==> config.mk <==
export PLATFORM = sky130hd
export DESIGN_NAME = txn_dispatcher_flat
export DESIGN_NICKNAME = d
export VERILOG_FILES = /design/src/rtl/txn_dispatcher_if.sv /design/src/rtl/txn_dispatcher.sv /design/src/flat_wrapper.sv
export SDC_FILE = /design/constraint.sdc
export NUM_CORES = 1
export LEC_CHECK = 0
export BUFFER_PORTS_ARGS = -buffer_cell sky130_fd_sc_hd__buf_2
export CORE_MARGIN = 2
export CORE_UTILIZATION = 40
export DETAILED_ROUTE_END_ITERATION = 7
export GPL_ROUTABILITY_DRIVEN = 0
export HOLD_SLACK_MARGIN = 0.02
export PLACE_DENSITY = 0.71
export SLEW_MARGIN = 25
export SYNTH_ARGS = -nofsm -noshare
export SYNTH_HDL_FRONTEND = slang
export SYNTH_SLANG_ARGS = --single-unit
==> constraint.sdc <==
create_clock -name clock -period 3.7 [get_ports clock]
set_clock_uncertainty 0.2 [all_clocks]
set_input_delay 0.185 -clock clock [delete_from_list [all_inputs] [get_ports clock]]
set_output_delay 0.185 -clock clock [all_outputs]
set_load 0.03 [all_outputs]
==> src/rtl/txn_dispatcher_if.sv <==
// Bundles the request, response and store command buses of txn_dispatcher.
// The dispatcher connects through the slave modport; its environment uses master.
interface txn_dispatcher_if;
  logic        req_valid;
  logic        req_ready;
  logic [31:0] req_key;
  logic [31:0] req_amount;
  logic        req_kind;

  logic        rsp_valid;
  logic        rsp_ready;
  logic [31:0] rsp_key;
  logic [31:0] rsp_balance;
  logic [1:0]  rsp_status;

  logic        ram_enable;
  logic        write_enable;
  logic [31:0] key;
  logic [1:0]  signal;
  logic [31:0] transact_value;
  logic        transact_kind;
  logic [31:0] value_addr;
  logic [31:0] updated_value;

  modport slave (
    input  req_valid, req_key, req_amount, req_kind, rsp_ready, value_addr, updated_value,
    output req_ready, rsp_valid, rsp_key, rsp_balance, rsp_status,
    output ram_enable, write_enable, key, signal, transact_value, transact_kind
  );

  modport master (
    output req_valid, req_key, req_amount, req_kind, rsp_ready, value_addr, updated_value,
    input  req_ready, rsp_valid, rsp_key, rsp_balance, rsp_status,
    input  ram_enable, write_enable, key, signal, transact_value, transact_kind
  );
endinterface

==> src/rtl/txn_dispatcher.sv <==
// Queues account transactions and sequences search/check/transact commands to the store.
// Optional macro TXN_STATS_EN adds saturating per-status response counters.
module txn_dispatcher #(
  parameter int          FIFO_DEPTH     = 4,
  parameter int          FIFO_AW        = 2,
  parameter int          STORE_LAT      = 4,
  parameter logic [31:0] NOT_FOUND_ADDR = 32'hFFFF_FFFF
) (
  input  logic              clock,
  input  logic              reset_n,
  txn_dispatcher_if.slave   bus
`ifdef TXN_STATS_EN
  ,
  output logic [31:0]       stat_ok,
  output logic [31:0]       stat_reject,
  output logic [31:0]       stat_notfound
`endif
);

  localparam int CNT_W = (STORE_LAT > 1) ? $clog2(STORE_LAT) : 1;
  localparam logic [CNT_W-1:0]   CNT_LOAD = CNT_W'(STORE_LAT - 1);
  localparam logic [CNT_W-1:0]   CNT_ZERO = {CNT_W{1'b0}};
  localparam logic [FIFO_AW:0]   DEPTH_C  = (FIFO_AW + 1)'(FIFO_DEPTH);

  localparam logic [1:0] SIG_SEARCH = 2'd0;
  localparam logic [1:0] SIG_IDLE   = 2'd1;
  localparam logic [1:0] SIG_TXN    = 2'd2;

  localparam logic [1:0] ST_OK        = 2'd0;
  localparam logic [1:0] ST_REJECT    = 2'd1;
  localparam logic [1:0] ST_NOT_FOUND = 2'd2;

  typedef enum logic [2:0] {
    S_IDLE     = 3'd0,
    S_SEARCH   = 3'd1,
    S_CHECK    = 3'd2,
    S_TRANSACT = 3'd3,
    S_RESP     = 3'd4
  } state_e;

  state_e state_q, state_d;

  logic [64:0]        fifo_mem_q [FIFO_DEPTH];
  logic [64:0]        fifo_mem_d [FIFO_DEPTH];
  logic [FIFO_AW-1:0] wptr_q, wptr_d, rptr_q, rptr_d;
  logic [FIFO_AW:0]   count_q, count_d;
  logic               push_s, pop_s, full_s, empty_s;
  logic [31:0]        head_key_s, head_amt_s;
  logic               head_kind_s;

  logic [CNT_W-1:0]   cnt_q, cnt_d;
  logic [31:0]        wk_key_q, wk_key_d, wk_amt_q, wk_amt_d;
  logic               wk_kind_q, wk_kind_d;
  logic [31:0]        bal_q, bal_d, vaddr_q, vaddr_d;
  logic               not_found_s, reject_s;

  logic               ram_enable_q, ram_enable_d;
  logic [31:0]        key_q, key_d;
  logic [1:0]         signal_q, signal_d;
  logic [31:0]        tv_q, tv_d;
  logic               tk_q, tk_d;
  logic               rsp_valid_q, rsp_valid_d;
  logic [31:0]        rsp_key_q, rsp_key_d, rsp_balance_q, rsp_balance_d;
  logic [1:0]         rsp_status_q, rsp_status_d;

  assign full_s      = (count_q == DEPTH_C);
  assign empty_s     = (count_q == {(FIFO_AW + 1){1'b0}});
  assign push_s      = bus.req_valid && !full_s;
  assign pop_s       = (state_q == S_IDLE) && !empty_s;
  assign head_key_s  = fifo_mem_q[rptr_q][64:33];
  assign head_amt_s  = fifo_mem_q[rptr_q][32:1];
  assign head_kind_s = fifo_mem_q[rptr_q][0];

  assign not_found_s = (vaddr_q == NOT_FOUND_ADDR);
  assign reject_s    = !wk_kind_q && (wk_amt_q > bal_q);

  assign bus.req_ready      = !full_s;
  assign bus.rsp_valid      = rsp_valid_q;
  assign bus.rsp_key        = rsp_key_q;
  assign bus.rsp_balance    = rsp_balance_q;
  assign bus.rsp_status     = rsp_status_q;
  assign bus.ram_enable     = ram_enable_q;
  assign bus.write_enable   = 1'b0;
  assign bus.key            = key_q;
  assign bus.signal         = signal_q;
  assign bus.transact_value = tv_q;
  assign bus.transact_kind  = tk_q;

  // FIFO pointer, occupancy and storage next-state
  always_comb begin
    fifo_mem_d = fifo_mem_q;
    wptr_d     = wptr_q;
    rptr_d     = rptr_q;
    count_d    = count_q;
    if (push_s) begin
      fifo_mem_d[wptr_q] = {bus.req_key, bus.req_amount, bus.req_kind};
      wptr_d             = wptr_q + FIFO_AW'(1);
    end else begin
      wptr_d = wptr_q;
    end
    if (pop_s) begin
      rptr_d = rptr_q + FIFO_AW'(1);
    end else begin
      rptr_d = rptr_q;
    end
    case ({push_s, pop_s})
      2'b10:   count_d = count_q + (FIFO_AW + 1)'(1);
      2'b01:   count_d = count_q - (FIFO_AW + 1)'(1);
      default: count_d = count_q;
    endcase
  end

  // FSM state register
  always_ff @(posedge clock or negedge reset_n) begin
    if (!reset_n) begin
      state_q <= S_IDLE;
    end else begin
      state_q <= state_d;
    end
  end

  // FSM next-state logic
  always_comb begin
    state_d = state_q;
    case (state_q)
      S_IDLE:     state_d = empty_s ? S_IDLE : S_SEARCH;
      S_SEARCH:   state_d = (cnt_q == CNT_ZERO) ? S_CHECK : S_SEARCH;
      S_CHECK:    state_d = (not_found_s || reject_s) ? S_RESP : S_TRANSACT;
      S_TRANSACT: state_d = (cnt_q == CNT_ZERO) ? S_RESP : S_TRANSACT;
      S_RESP:     state_d = bus.rsp_ready ? S_IDLE : S_RESP;
      default:    state_d = S_IDLE;
    endcase
  end

  // FSM outputs: store command bus, working registers and response
  always_comb begin
    cnt_d         = cnt_q;
    wk_key_d      = wk_key_q;
    wk_amt_d      = wk_amt_q;
    wk_kind_d     = wk_kind_q;
    bal_d         = bal_q;
    vaddr_d       = vaddr_q;
    ram_enable_d  = ram_enable_q;
    key_d         = key_q;
    signal_d      = signal_q;
    tv_d          = tv_q;
    tk_d          = tk_q;
    rsp_valid_d   = rsp_valid_q;
    rsp_key_d     = rsp_key_q;
    rsp_balance_d = rsp_balance_q;
    rsp_status_d  = rsp_status_q;
    case (state_q)
      S_IDLE: begin
        if (!empty_s) begin
          wk_key_d     = head_key_s;
          wk_amt_d     = head_amt_s;
          wk_kind_d    = head_kind_s;
          key_d        = head_key_s;
          signal_d     = SIG_SEARCH;
          tv_d         = 32'd0;
          ram_enable_d = 1'b1;
          cnt_d        = CNT_LOAD;
        end else begin
          ram_enable_d = 1'b0;
        end
      end
      S_SEARCH: begin
        if (cnt_q == CNT_ZERO) begin
          bal_d    = bus.updated_value;
          vaddr_d  = bus.value_addr;
          signal_d = SIG_IDLE;
        end else begin
          cnt_d = cnt_q - CNT_W'(1);
        end
      end
      S_CHECK: begin
        // Rejected and absent keys finish here without touching the store
        if (not_found_s) begin
          rsp_valid_d   = 1'b1;
          rsp_key_d     = wk_key_q;
          rsp_balance_d = 32'd0;
          rsp_status_d  = ST_NOT_FOUND;
          ram_enable_d  = 1'b0;
        end else if (reject_s) begin
          rsp_valid_d   = 1'b1;
          rsp_key_d     = wk_key_q;
          rsp_balance_d = bal_q;
          rsp_status_d  = ST_REJECT;
          ram_enable_d  = 1'b0;
        end else begin
          signal_d = SIG_TXN;
          tv_d     = wk_amt_q;
          tk_d     = wk_kind_q;
          cnt_d    = CNT_LOAD;
        end
      end
      S_TRANSACT: begin
        if (cnt_q == CNT_ZERO) begin
          rsp_valid_d   = 1'b1;
          rsp_key_d     = wk_key_q;
          rsp_balance_d = bus.updated_value;
          rsp_status_d  = ST_OK;
          signal_d      = SIG_IDLE;
          ram_enable_d  = 1'b0;
        end else begin
          cnt_d = cnt_q - CNT_W'(1);
        end
      end
      S_RESP: begin
        if (bus.rsp_ready) begin
          rsp_valid_d = 1'b0;
        end else begin
          rsp_valid_d = 1'b1;
        end
      end
      default: begin
        signal_d     = SIG_IDLE;
        ram_enable_d = 1'b0;
        rsp_valid_d  = 1'b0;
      end
    endcase
  end

  // Datapath, FIFO and output registers
  always_ff @(posedge clock or negedge reset_n) begin
    if (!reset_n) begin
      for (int i = 0; i < FIFO_DEPTH; i++) begin
        fifo_mem_q[i] <= 65'd0;
      end
      wptr_q        <= {FIFO_AW{1'b0}};
      rptr_q        <= {FIFO_AW{1'b0}};
      count_q       <= {(FIFO_AW + 1){1'b0}};
      cnt_q         <= CNT_ZERO;
      wk_key_q      <= 32'd0;
      wk_amt_q      <= 32'd0;
      wk_kind_q     <= 1'b0;
      bal_q         <= 32'd0;
      vaddr_q       <= 32'd0;
      ram_enable_q  <= 1'b0;
      key_q         <= 32'd0;
      signal_q      <= SIG_IDLE;
      tv_q          <= 32'd0;
      tk_q          <= 1'b0;
      rsp_valid_q   <= 1'b0;
      rsp_key_q     <= 32'd0;
      rsp_balance_q <= 32'd0;
      rsp_status_q  <= ST_OK;
    end else begin
      fifo_mem_q    <= fifo_mem_d;
      wptr_q        <= wptr_d;
      rptr_q        <= rptr_d;
      count_q       <= count_d;
      cnt_q         <= cnt_d;
      wk_key_q      <= wk_key_d;
      wk_amt_q      <= wk_amt_d;
      wk_kind_q     <= wk_kind_d;
      bal_q         <= bal_d;
      vaddr_q       <= vaddr_d;
      ram_enable_q  <= ram_enable_d;
      key_q         <= key_d;
      signal_q      <= signal_d;
      tv_q          <= tv_d;
      tk_q          <= tk_d;
      rsp_valid_q   <= rsp_valid_d;
      rsp_key_q     <= rsp_key_d;
      rsp_balance_q <= rsp_balance_d;
      rsp_status_q  <= rsp_status_d;
    end
  end

`ifdef TXN_STATS_EN
  logic [31:0] stat_ok_q, stat_ok_d, stat_rej_q, stat_rej_d, stat_nf_q, stat_nf_d;
  logic        rsp_hs_s;

  function automatic logic [31:0] sat_inc(input logic [31:0] v, input logic en);
    return (en && (v != 32'hFFFF_FFFF)) ? (v + 32'd1) : v;
  endfunction

  assign rsp_hs_s      = rsp_valid_q && bus.rsp_ready;
  assign stat_ok       = stat_ok_q;
  assign stat_reject   = stat_rej_q;
  assign stat_notfound = stat_nf_q;

  // Per-status counters advance on the response handshake
  always_comb begin
    stat_ok_d  = sat_inc(stat_ok_q,  rsp_hs_s && (rsp_status_q == ST_OK));
    stat_rej_d = sat_inc(stat_rej_q, rsp_hs_s && (rsp_status_q == ST_REJECT));
    stat_nf_d  = sat_inc(stat_nf_q,  rsp_hs_s && (rsp_status_q == ST_NOT_FOUND));
  end

  // Statistics registers
  always_ff @(posedge clock or negedge reset_n) begin
    if (!reset_n) begin
      stat_ok_q  <= 32'd0;
      stat_rej_q <= 32'd0;
      stat_nf_q  <= 32'd0;
    end else begin
      stat_ok_q  <= stat_ok_d;
      stat_rej_q <= stat_rej_d;
      stat_nf_q  <= stat_nf_d;
    end
  end
`endif

endmodule

==> src/flat_wrapper.sv <==
// flat-port wrapper written by rule: the top's interface ports become plain ports
module txn_dispatcher_flat 
#(
  parameter int          FIFO_DEPTH     = 4,
  parameter int          FIFO_AW        = 2,
  parameter int          STORE_LAT      = 4,
  parameter logic [31:0] NOT_FOUND_ADDR = 32'hFFFF_FFFF
)
  (clock, reset_n, bus_req_valid, bus_req_key, bus_req_amount, bus_req_kind, bus_rsp_ready, bus_value_addr, bus_updated_value, bus_req_ready, bus_rsp_valid, bus_rsp_key, bus_rsp_balance, bus_rsp_status, bus_ram_enable, bus_write_enable, bus_key, bus_signal, bus_transact_value, bus_transact_kind);
  txn_dispatcher_if bus_i ();
  input  logic clock;
  input  logic reset_n;
  input wire logic [$bits(bus_i.req_valid)-1:0] bus_req_valid;
  input wire logic [$bits(bus_i.req_key)-1:0] bus_req_key;
  input wire logic [$bits(bus_i.req_amount)-1:0] bus_req_amount;
  input wire logic [$bits(bus_i.req_kind)-1:0] bus_req_kind;
  input wire logic [$bits(bus_i.rsp_ready)-1:0] bus_rsp_ready;
  input wire logic [$bits(bus_i.value_addr)-1:0] bus_value_addr;
  input wire logic [$bits(bus_i.updated_value)-1:0] bus_updated_value;
  output wire logic [$bits(bus_i.req_ready)-1:0] bus_req_ready;
  output wire logic [$bits(bus_i.rsp_valid)-1:0] bus_rsp_valid;
  output wire logic [$bits(bus_i.rsp_key)-1:0] bus_rsp_key;
  output wire logic [$bits(bus_i.rsp_balance)-1:0] bus_rsp_balance;
  output wire logic [$bits(bus_i.rsp_status)-1:0] bus_rsp_status;
  output wire logic [$bits(bus_i.ram_enable)-1:0] bus_ram_enable;
  output wire logic [$bits(bus_i.write_enable)-1:0] bus_write_enable;
  output wire logic [$bits(bus_i.key)-1:0] bus_key;
  output wire logic [$bits(bus_i.signal)-1:0] bus_signal;
  output wire logic [$bits(bus_i.transact_value)-1:0] bus_transact_value;
  output wire logic [$bits(bus_i.transact_kind)-1:0] bus_transact_kind;
  assign bus_i.req_valid = bus_req_valid;
  assign bus_i.req_key = bus_req_key;
  assign bus_i.req_amount = bus_req_amount;
  assign bus_i.req_kind = bus_req_kind;
  assign bus_i.rsp_ready = bus_rsp_ready;
  assign bus_i.value_addr = bus_value_addr;
  assign bus_i.updated_value = bus_updated_value;
  assign bus_req_ready = bus_i.req_ready;
  assign bus_rsp_valid = bus_i.rsp_valid;
  assign bus_rsp_key = bus_i.rsp_key;
  assign bus_rsp_balance = bus_i.rsp_balance;
  assign bus_rsp_status = bus_i.rsp_status;
  assign bus_ram_enable = bus_i.ram_enable;
  assign bus_write_enable = bus_i.write_enable;
  assign bus_key = bus_i.key;
  assign bus_signal = bus_i.signal;
  assign bus_transact_value = bus_i.transact_value;
  assign bus_transact_kind = bus_i.transact_kind;
  txn_dispatcher #(.FIFO_DEPTH(FIFO_DEPTH), .FIFO_AW(FIFO_AW), .STORE_LAT(STORE_LAT), .NOT_FOUND_ADDR(NOT_FOUND_ADDR)) u_core (.clock(clock), .reset_n(reset_n), .bus(bus_i));
endmodule
* Word-level counts from Yosys, hierarchy flattened
Index checks and enable logic that the tools add are counted.
** Storage, ports and cells
- Register bits after elaboration :: 504
- Logic and storage cells :: 130
** Operators by class
- Add/subtract/negate cells :: 5
- Magnitude comparators :: 4
- Equality and inequality tests :: 15
- Mux-type cells :: 49
- Bitwise logic cells :: 8
- Reduce and logical (&&, ||, !) cells :: 27
** Operators by type and width (number)
- $mux 32 :: 9
- $bwmux 260 :: 1
- $mux 65 :: 3
- $pmux 32 s2 :: 3
- $bmux 65 s2 :: 1
- $demux 65 s2 :: 1
- $eq 32x32->1 const B :: 1
- $gt 32x32->1 :: 1
- $mux 2 :: 12
- $pmux 3 s5 :: 1
- $reduce_and 3->1 :: 4
- $reduce_and 5->1 :: 2
- $mux 1 :: 9
- $mux 3 :: 3
- $ne 2x2->1 const B :: 4
- $pmux 1 s4 :: 2
- $pmux 2 s4 :: 1
- $eq 3x2->1 const B :: 2
- $eq 3x3->1 const B :: 2
- $ge 3x3->1 const B :: 2
- $logic_not 3->1 :: 2
- $not 1->1 :: 6
- $not 2->3 :: 2
- $pmux 2 s3 :: 1
- 21 further kinds :: 33

* Depth between registers and ports, before layout
- Word-level depth :: 6
- Gate-level depth with buffers :: 11
- Gate-level depth less buffers :: 10

* Worst setup path before layout
Ideal clock, no wire load.
- Kind :: register to register
- Start :: register u_core.state_q[2]
- End :: register u_core.count_q[2]
- Setup time :: 79 ps
- Arrival time :: 2636 ps
- Data required time :: 3421 ps
- Path slack :: 784 ps
- Stages on the path, launching flop included :: 12
- Period minus slack after synthesis :: 2916 ps
- Path through :: dfrtp_1 clkbuf_1 or4_1 clkbuf_1 inv_2 clkbuf_1 ha_1 inv_1 fa_1 xor2_1 nor2_1 xor2_1
** Between the ends
- Word-level cells in the longest chain between the ends :: 4
- Elaborated cells between the ends (all ways) :: 6
- Classes of those cells :: eq/ne (2); mux (1); reduce/logical (3)
** RTL lines
- start, declared :: line txn_dispatcher.sv:41 : state_e state_q, state_d;
- start signal, assigned :: line txn_dispatcher.sv:118 : state_q <= state_d;
- $logic_not 3->1 * :: line txn_dispatcher.sv:69 : assign pop_s = (state_q == S_IDLE) && !empty_s;
- $logic_and 1x1->1 * :: line txn_dispatcher.sv:69
- via u_core.pop_s :: line txn_dispatcher.sv:47 : logic push_s, pop_s, full_s, empty_s;
- $eq 2x1->1 or $eq 2x2->1 (tied branches) :: line txn_dispatcher.sv:106 : case ({push_s, pop_s})
- $pmux 3 s2 or $reduce_bool 2->1 (tied branches)
- end signal, assigned :: line txn_dispatcher.sv:232 : count_q <= {(FIFO_AW + 1){1'b0}};
- end signal, assigned :: line txn_dispatcher.sv:252 : count_q <= count_d;
- end, declared :: line txn_dispatcher.sv:46 : logic [FIFO_AW:0] count_q, count_d;
Mark *: on every way through the listed nets, which the timed path passes. The rest lies on a longest branch.
A chain may end at the register's enable or synchronous reset.

* Final worst setup path
- Start :: register u_core.bal_q[18]
- End :: register u_core.rsp_balance_q[16], in the netlist u_core.bus.rsp_balance[16]
** Between the ends
- Word-level cells in the longest chain between the ends :: 4
** RTL lines
- start, declared :: line txn_dispatcher.sv:54 : logic [31:0] bal_q, bal_d, vaddr_q, vaddr_d;
- start signal, assigned :: line txn_dispatcher.sv:257 : bal_q <= bal_d;
- $gt 32x32->1 :: line txn_dispatcher.sv:75 : assign reject_s = !wk_kind_q && (wk_amt_q > bal_q);
- $logic_and 1x1->1 :: line txn_dispatcher.sv:75
- $ne 3x1->1 (no line)
- $reduce_and 3->1 (no line)
- end signal, assigned :: line txn_dispatcher.sv:266 : rsp_balance_q <= rsp_balance_d;
- end, declared :: line txn_dispatcher.sv:63 : logic [31:0] rsp_key_q, rsp_key_d, rsp_balance_q, rsp_balance_d;
No other way between the ends.

==> impl_metrics.env <==
export IMPL_status="finished clean"
export IMPL_post_cts_resized=0
export IMPL_die_area_sq_um=56700
export IMPL_hold_path_class="in2reg"
export IMPL_grt_pass1_wl_microns=89300
export IMPL_path_max_fanout=19
export IMPL_core_sq_um=54000
export IMPL_yosysUniqueCellTypes=49
export IMPL_io_pins=270
export IMPL_end_kind="register"
export IMPL_dr_wl_met3_microns=3000
export IMPL_antenna_found_initial=7
export IMPL_fin_crit_sh_pct=95.8
export IMPL_grtUsageTotal_pct=19.9
export IMPL_fill_cells=4580
export IMPL_ys_seq_elements=504
export IMPL_drv_cap=0
export IMPL_cp_slowest_cell="a221oi_1"
export IMPL_worstSkewPairLatency_ns=0.61
export IMPL_syn_inst=1686
export IMPL_worst_slew_pin_slew_ns=1.00
export IMPL_slew_headroom_pct=33.3
export IMPL_synth_simple_gate_area_share_pct=9.58
export IMPL_slew_viol_final=0
export IMPL_clk_pin_slew_ns=0.07
export IMPL_r2r_slack_ns=0.15
export IMPL_wl_per_cell_microns=19.8
export IMPL_fp_dieH_microns=238
export IMPL_initial_core_util_pct=40.6
export IMPL_ys_seq_area_share_pct=57.5
export IMPL_setup_ws_ns=0.154
export IMPL_grt_overflow=0
export IMPL_seq_area_sq_um=12600
export IMPL_via_per_inst=5.19
export IMPL_die_width_microns=238
export IMPL_cts_tree="done"
export IMPL_rsz0062_at_grt="false"
export IMPL_muxShareOfSynthArea_pct=25.7
export IMPL_drc_errors=0
export IMPL_numPortBuffers=268
export IMPL_startpoint_type="register"
export IMPL_finalNetCount=2250
export IMPL_cts_path_max_buffers=3
export IMPL_areaGrowthSynthToFinish_pct=25.0
export IMPL_yosysWarnings=0
export IMPL_hold_violations=0
export IMPL_drtPass1Iterations=5
export IMPL_multi_input_area_sq_um=8760
export IMPL_syn_area_sq_um=21900
export IMPL_tns_ns=0
export IMPL_synthFlopType="dfrtp_1"
export IMPL_cpPeakStageDelay_ns=0.57
export IMPL_met2_length_microns=27400
export IMPL_synth_compound_area_share_pct=1.87
export IMPL_grt_max_degree=120
export IMPL_powerDensity_nw_per_um2=941
export IMPL_arrival_ns=3.84
export IMPL_grt_pass1_vias=16000
export IMPL_post_cts_buffers=0
export IMPL_cts_root_buffer="clkbuf_16"
export IMPL_period_minus_slack_ns=3.55
export IMPL_antenna_violating_nets_post_route=0
export IMPL_row_count=85
export IMPL_num_vias=14700
export IMPL_place_inst=2584
export IMPL_cts_sinks=504
export IMPL_dpl_hpwl_microns=35700
export IMPL_drtIter0Drc=979
export IMPL_drive_gt1_share_pct=39.4
export IMPL_synth_fa_ha_area_share_pct=2.26
export IMPL_worstPathRequired_ns=3.99
export IMPL_htreeDepth=2
export IMPL_instances_no_fill=2822
export IMPL_async_flop_share_pct=100
export IMPL_top_layer_used="met5"
export IMPL_cts_buffers=54
export IMPL_wirelength_microns=55800
export IMPL_dp_slack_ns=0.217
export IMPL_synthesis_nets=1858
export IMPL_syn_area_per_cell_sq_um=13.0
export IMPL_synth_edff_count=0
export IMPL_crit_type="reg2reg"
export IMPL_synth_xor_area_share_pct=0.240
export IMPL_wl_met1_microns=23900
export IMPL_p_leak_nw=13.1
export IMPL_peakVddDrop_mv=0.563
export IMPL_max_freq_mhz=282
export IMPL_synth_top_family_by_area="multiplexers"
export IMPL_finalSetupViolCount=0
export IMPL_crit_chain="inv_1 > ha_1 > a41oi_1 > o21ai_1 > a221oi_1 > a221oi_2 > nor3_4 > or2_4 > buf_4 > mux2_2"
-- layout make-up --
| type | count | area share [%] |
|---|---|---|
| well taps | 696 | 3.18 |
| clock buffers | 78 | 5.58 |
| repair buffers | 441 | 11.6 |
| inverters | 44 | 0.602 |
| diodes | 2 | 0.0183 |
| clock inverters | 24 | 1.03 |
| flip-flops and latches | 504 | 46.0 |
| multi-input cells | 1033 | 31.9 |
-- synth_stat cells (2+ instances only) --
| master | count | share of area, % |
|---|---|---|
| a21o_1 | 2 | 0.068 |
| a21oi_1 | 13 | 0.30 |
| a22oi_1 | 2 | 0.068 |
| and2_1 | 2 | 0.057 |
| buf_1 | 12 | 0.21 |
| buf_2 | 4 | 0.091 |
| buf_6 | 6 | 0.31 |
| clkbuf_1 | 82 | 1.4 |
| dfrtp_1 | 503 | 57 |
| ha_1 | 38 | 2.2 |
| inv_1 | 43 | 0.74 |
| mux2_2 | 319 | 16 |
| mux2_4 | 39 | 2.7 |
| mux4_2 | 65 | 6.7 |
| nand2_1 | 339 | 5.8 |
| nand2b_1 | 5 | 0.14 |
| nand3_1 | 101 | 2.3 |
| nand4_1 | 15 | 0.43 |
| nor2_1 | 9 | 0.15 |
| nor2b_1 | 2 | 0.057 |
| nor3_1 | 8 | 0.18 |
| nor4_1 | 3 | 0.086 |
| o21ai_0 | 43 | 0.98 |
| or4_1 | 2 | 0.068 |
| xnor2_1 | 4 | 0.16 |
| xor2_1 | 2 | 0.080 |
-- through the flow --
step | hold WS, ns | cell area (sq um) | power (W) | util, %
floorplan | -0.311 | 21900 | 0.0172 | -
global placement | 0.172 | 24200 | 0.0198 | 44.9
detailed placement | 0.194 | 24200 | 0.0203 | 44.9
CTS | 0.111 | 27400 | 0.0260 | 50.7
global route | 0.131 | 27400 | 0.0274 | 50.8
finish | 0.145 | 27400 | 0.0258 | 50.8
-- power by group --
group          switching [W]  internal [W]  total (W)
sequential           0.00178       0.00820    0.00998
combinational        0.00537       0.00500     0.0104
clock                0.00223       0.00324    0.00546
total                0.00937        0.0164     0.0258
-- path summary, 6_finish.rpt --
path | startpoint | cells past startpoint | to
worst max-delay path | u_core.bal_q[18] | 10 | u_core.bus.rsp_balance[16]
worst min-delay path | bus_value_addr[27] | 3 | u_core.vaddr_q[27]
worst max register to register | u_core.bal_q[18] | 10 | u_core.bus.rsp_balance[16]
worst min register to register | u_core.bus.signal[0] | 2 | u_core.bus.signal[0]
max in group asynchronous | reset_n | 5 | u_core.fifo_mem_q[183]
min in group asynchronous | reset_n | 3 | u_core.bus.rsp_valid
-- what timing repair did --
| action | in CTS | in global routing |
|---|---|---|
| endpoints found under the setup margin | 0 | 0 |
| hold buffers | 132 | 1 |
| hold endpoints to repair | 468 | 29 |
-- cells in the final DEF (no fill, tap or decap), types with 3 or more instances in the layout --
| master | n |
|---|---|
| mux4_2 | 65 |
| mux2_4 | 39 |
| inv_6 | 4 |
| ha_1 | 38 |
| buf_2 | 267 |
| nand3_1 | 101 |
| dlygate4sd3_1 | 133 |
| a21oi_1 | 13 |
| inv_1 | 43 |
| nor4_1 | 3 |
| nand2b_1 | 5 |
| buf_4 | 24 |
| clkbuf_1 | 15 |
| clkbuf_16 | 54 |
| clkbuf_8 | 9 |
| mux2_2 | 319 |
| clkinv_2 | 11 |
| o21ai_0 | 43 |
| xnor2_1 | 4 |
| nand2_4 | 4 |
| dfrtp_1 | 501 |
| bufinv_16 | 5 |
| nor3_1 | 7 |
| nor2_1 | 9 |
| nand4_1 | 15 |
| nand2_1 | 335 |
| buf_12 | 15 |
-- state kept, by name (all words and copies together) (netlist names) --
signal	count
u_core.bus.transact_value	32
u_core.bal_q	32
u_core.vaddr_q	32
u_core.bus.signal	2
u_core.bus.rsp_status	2
u_core.wk_key_q	32
u_core.bus.rsp_key	32
u_core.fifo_mem_q	260
u_core.cnt_q	2
u_core.bus.rsp_balance	32
u_core.bus.transact_kind	1
u_core.count_q	3
u_core.wk_kind_q	1
u_core.rptr_q	2
u_core.wptr_q	2
u_core.bus.rsp_valid	1
u_core.bus.ram_enable	1
u_core.state_q	3
u_core.wk_amt_q	32
-- cells by family after synthesis --
| logic type | count (synthesis) |
|---|---|
| DFF | 504 |
| muxes | 423 |
| other | 1 |
| xor gates and xnor gates | 6 |
| and+or+nand+nor | 493 |
| AOI/OAI and AO/OA | 71 |
| buffers and inverters | 149 |
| adders and majority gates | 39 |
-- per-layer routing --
| metal | vias to the layer above | track usage, % |
|---|---|---|
| li1 | 6661 | - |
| met1 | 7521 | 25.6 |
| met2 | 364 | 33.7 |
| met3 | 102 | 4.30 |
| met4 | 10 | 6.14 |
| met5 | - | 0 |
-- worst max-delay path: cells and delay by family (launching register included) --
| kind | cells | cell delay [ns] |
|---|---|---|
| and+or+nand+nor | 2 | 0.67 |
| AOI/OAI and AO/OA | 4 | 1.08 |
| adders and majority gates | 1 | 0.33 |
| buffers and inverters | 2 | 0.40 |
| DFF | 1 | 0.35 |
| muxes | 1 | 0.38 |
Power figures use the tool's default switching activity.
